[config.mk]
export PLATFORM = sky130hd
export DESIGN_NAME = mem_port_arbiter
export DESIGN_NICKNAME = d
export VERILOG_FILES = /design/src/rtl/mem_port_arbiter.sv
export SDC_FILE = /design/constraint.sdc
export NUM_CORES = 1
export LEC_CHECK = 0
export BUFFER_PORTS_ARGS = -buffer_cell sky130_fd_sc_hd__clkbuf_2
export CAP_MARGIN = 10
export CORE_AREA = 8 8 117 119
export CTS_CLUSTER_SIZE = 12
export DETAILED_ROUTE_END_ITERATION = 8
export DIE_AREA = 0 0 125 127
export GPL_TIMING_DRIVEN = 0
export RECOVER_POWER = 100
export SETUP_SLACK_MARGIN = 0.3
export SYNTH_ARGS = -nofsm -noshare
export SYNTH_HDL_FRONTEND = slang
export SYNTH_SLANG_ARGS = --single-unit
[constraint.sdc]
create_clock -name clk -period 5.8 [get_ports clk]
set_input_delay 0.58 -clock clk [delete_from_list [all_inputs] [get_ports clk]]
set_output_delay 0.58 -clock clk [all_outputs]
set_load 0.03 [all_outputs]
[src/rtl/mem_port_arbiter.sv]
// mem_port_arbiter: shares one SRAM-like port between IF and load/store, data-first with request lock and in-order return steering
module mem_port_arbiter #(
    parameter int DEPTH = 2
) (
    input  logic        clk,
    input  logic        resetn,
    input  logic        inst_req,
    input  logic        inst_wr,
    input  logic [1:0]  inst_size,
    input  logic [3:0]  inst_wstrb,
    input  logic [31:0] inst_addr,
    input  logic [31:0] inst_wdata,
    output logic        inst_addr_ok,
    output logic        inst_data_ok,
    output logic [31:0] inst_rdata,
    input  logic        data_req,
    input  logic        data_wr,
    input  logic [1:0]  data_size,
    input  logic [3:0]  data_wstrb,
    input  logic [31:0] data_addr,
    input  logic [31:0] data_wdata,
    output logic        data_addr_ok,
    output logic        data_data_ok,
    output logic [31:0] data_rdata,
    output logic        mem_req,
    output logic        mem_wr,
    output logic [1:0]  mem_size,
    output logic [3:0]  mem_wstrb,
    output logic [31:0] mem_addr,
    output logic [31:0] mem_wdata,
    input  logic        mem_addr_ok,
    input  logic        mem_data_ok,
    input  logic [31:0] mem_rdata,
    output logic        busy
);
    localparam int PW = DEPTH > 1 ? $clog2(DEPTH) : 1;
    localparam int CW = $clog2(DEPTH + 1);

    logic             lock_v, lock_id, sel, full, acc, ret, head, sel_req;
    logic [CW-1:0]    cnt;
    logic [PW-1:0]    wptr, rptr;
    logic [DEPTH-1:0] fifo;

    function automatic logic [PW-1:0] inc(input logic [PW-1:0] p);
        return (p == PW'(DEPTH - 1)) ? '0 : p + PW'(1);
    endfunction

    always_comb begin
        full         = cnt == CW'(DEPTH);
        sel          = lock_v ? lock_id : data_req;
        sel_req      = sel ? data_req : inst_req;
        mem_req      = ~full & sel_req;
        mem_wr       = sel ? data_wr    : inst_wr;
        mem_size     = sel ? data_size  : inst_size;
        mem_wstrb    = sel ? data_wstrb : inst_wstrb;
        mem_addr     = sel ? data_addr  : inst_addr;
        mem_wdata    = sel ? data_wdata : inst_wdata;
        acc          = mem_req & mem_addr_ok;
        data_addr_ok = acc & sel;
        inst_addr_ok = acc & ~sel;
        head         = fifo[rptr];
        ret          = mem_data_ok & (cnt != '0);
        data_data_ok = ret & head;
        inst_data_ok = ret & ~head;
        inst_rdata   = mem_rdata;
        data_rdata   = mem_rdata;
        busy         = cnt != '0;
    end

    always_ff @(posedge clk) begin
        if (!resetn) begin
            lock_v  <= 1'b0;
            lock_id <= 1'b0;
            cnt     <= '0;
            wptr    <= '0;
            rptr    <= '0;
            fifo    <= '0;
        end else begin
            if (acc) begin
                fifo[wptr] <= sel;
                wptr       <= inc(wptr);
            end
            if (ret)
                rptr <= inc(rptr);
            if (acc & ~ret)
                cnt <= cnt + CW'(1);
            else if (ret & ~acc)
                cnt <= cnt - CW'(1);
            // a dropped locked request releases the lock so the other side cannot starve
            if (acc | (lock_v & ~sel_req))
                lock_v <= 1'b0;
            else if (mem_req & ~lock_v) begin
                lock_v  <= 1'b1;
                lock_id <= sel;
            end
        end
    end
endmodule

==> impl_metrics.toml <==
[clock_tree]
post_cts_resized = 0
insertion_delay_ps = 230
cts_num_sinks = 8
clockBufferDepth = 2
clockRootBuffer = "clkbuf_16"
cts_buffers = 3
htree_levels = 1
hold_buffers = 0
clk_pin_slew_worst_paths_ps = 30
cts_tree = "done"
post_cts_buffers = 0

[floorplanning]
fp.dieH_um = 127
initial_utilization_pct = 15.35
row_count = 40
coreArea_mm2 = 0.01181
die_area_mm2 = 0.01588
io_pins = 321
die_w_um = 125

[global_routing]
grt-ovfl-total = 0
grtUsageMet1_pct = 10.44
use_met2_pct = 21.16
top_usage_layer = "met2"
grt_pass1_vias = 2565
track_usage_pct = 11.22
antenna_found_initial = 0
grt_max_degree = 11
met3_usage_pct = 6.572
grt_pass1_wl_um = 14430

[detailed_routing]
drc = 0
wire_per_inst_um = 16.06
via_per_inst = 3.895
drt_iter0_markers = 65
drt_pass1_iterations = 4
drt_wl_total_um = 10100
vias = 2450
route.antenna.remaining_nets = 0

[timing]
hold_viol = 0
fin_setup_tns_ps = 0
period_needed_ps = 3121
tightest_slew_ps = 661.2
timing.final.crit_share_pct = 53.81
timing.final.ws_setup_ps = 2679
rsz0062_at_grt = "no"
skew_ps = 1.178
drv_slew = 0
relSlewSlack_pct = 55.88
setup_viol = 0
fmax_mhz = 320.4

[hold_path]
min_path_cells = 2
min_to = "fifo[0]$_SDFFE_PN0P_"
holdCritPathClass = "register to register"
min-delay-start = "fifo[0]$_SDFFE_PN0P_"

[power]
p_total_uw = 768.2
powerDensity_mw_per_mm2 = 234.1
p_leak_uw = 0.001598
ir_drop_mv = 0.09293

[yosys]
synth_top_flop_cell = "dfxtp_1"
yosysTopAreaCell = "mux2_2"
syn-cell-area_mm2 = 0.001813
syn_nets = 373
async_reset_ff_share_pct = 0
synth_common_cells = "mux2_2 (72), buf_4 (64), dfxtp_1 (8)"
synthCells = 192
yosys-top-cells-area = "mux2_2 (45%), buf_4 (27%), dfxtp_1 (8.8%), buf_6 (4.3%), mux2i_1 (1.7%)"
yosysMostFrequentCell = "mux2_2"
synth_edf_count = 0
yosysWarnings = 0
synth_top_area_share_pct = 44.72
synth-seq-cells = 8
syn_avg_cell_area_um2 = 9.443
yosysSeqAreaShare_pct = 8.834
yosysUniqueCellTypes = 32

[worst_setup_path]
ff2ff_setup_slack_ps = 3600
cp.arrival_ps = 2540
r2r-start = "lock_v$_SDFFE_PP0P_"
crit_path_start_kind = "primary input"
r2r-end = "cnt[1]$_SDFFE_PN0P_"
endpoint_kind = "output pin"
cp_data_required_time_ps = 5220
worstSetupPathType = "primary input to output pin"
reg2reg_depth = 6
crit_fanout = 10

[cells_and_area]
area_growth_pct = 81.02
final_layout_size_suffix_gt1_share_pct = 61.20
nets = 665
diodes = 0

[placed_design]
gp_congestion = 0.8228
pre_cts_ws_ps = 3326
hpwl_um = 9275
port_buffers = 287

[outcome]
outcome = "completed"

[flow_run]
cap_violations = 0
## metal layers
layer / wire length [um] / vias up / share of wire (%)
li1: - / 1187 / -
met1: 3431 / 1069 / 34
met2: 5155 / 190 / 51
met3: 1453 / 4 / 14
met4: 63 / 0 / 0.62
met5: 0 / - / 0
## registers in the layout (all words and copies together), names as in the netlist
signal,flops
rptr,1
lock_v,1
cnt,2
lock_id,1
fifo,2
wptr,1
## report_power, final
group          internal (uW)  leakage [uW]  total (uW)  switching (uW)
registers               70.4     0.0000658        83.8            13.3
clock network           88.7     0.0000370         114            25.4
logic                    211       0.00150         570             359
total                    370       0.00160         768             398
## final cells by class
type | count | area (um^2)
timing repair buffer | 287 | 1270
buffer | 73 | 514.2
multi-input combinational | 109 | 1071
fill | 1389 | 8529
sequential | 8 | 160.2
tap | 147 | 183.9
clock buffer | 3 | 75.07
inverter | 2 | 7.507
## stage by stage
stage	std cells	hold slack, ps	utilization, %	instance area [um^2]
detailed placement	626	451.5	29.07	3433
global route	629	489.7	27.79	3282
floorplan	192	434.1	-	1813
finish	629	460.6	27.79	3282
global placement	626	454.7	29.07	3433
CTS	629	461.7	29.70	3508
## critical path, cell delays in order
cell      delay, ps
clkbuf_2        130
mux2i_1         180
clkbuf_1        530
clkbuf_1        480
mux2_2          400
clkbuf_1        240
## cell usage in the layout, fill, tap and decap left out, drive strengths merged, types with 3 or more instances in the layout
cell type  instances
dfxtp              8
nor2               4
clkbuf           299
mux2              72
buf               64
mux2i              3
## kinds of logic after synthesis
logic type	share of synthesized area [%]
AO/OA/AOI/OAI	4.969
buffers and inverters	31.75
adder cells (fa/ha/maj)	0.6900
multiplexers	46.38
XOR/XNOR	1.450
AND/OR/NAND/NOR	5.936
flip-flops	8.833
## worst max-delay path by stage
stage / slack, ps / start / to
2_1_floorplan: 3690 / data_req / inst_addr_ok
3_3_place_gp: 3310 / data_req / mem_wdata[30]
3_5_place_dp: 3330 / data_req / mem_wdata[0]
4_1_cts: 3310 / data_req / mem_wdata[0]
5_1_grt: 2410 / data_req / mem_wdata[0]
6_report: 2680 / data_req / mem_wdata[0]
(Power assumes the default switching activity.)
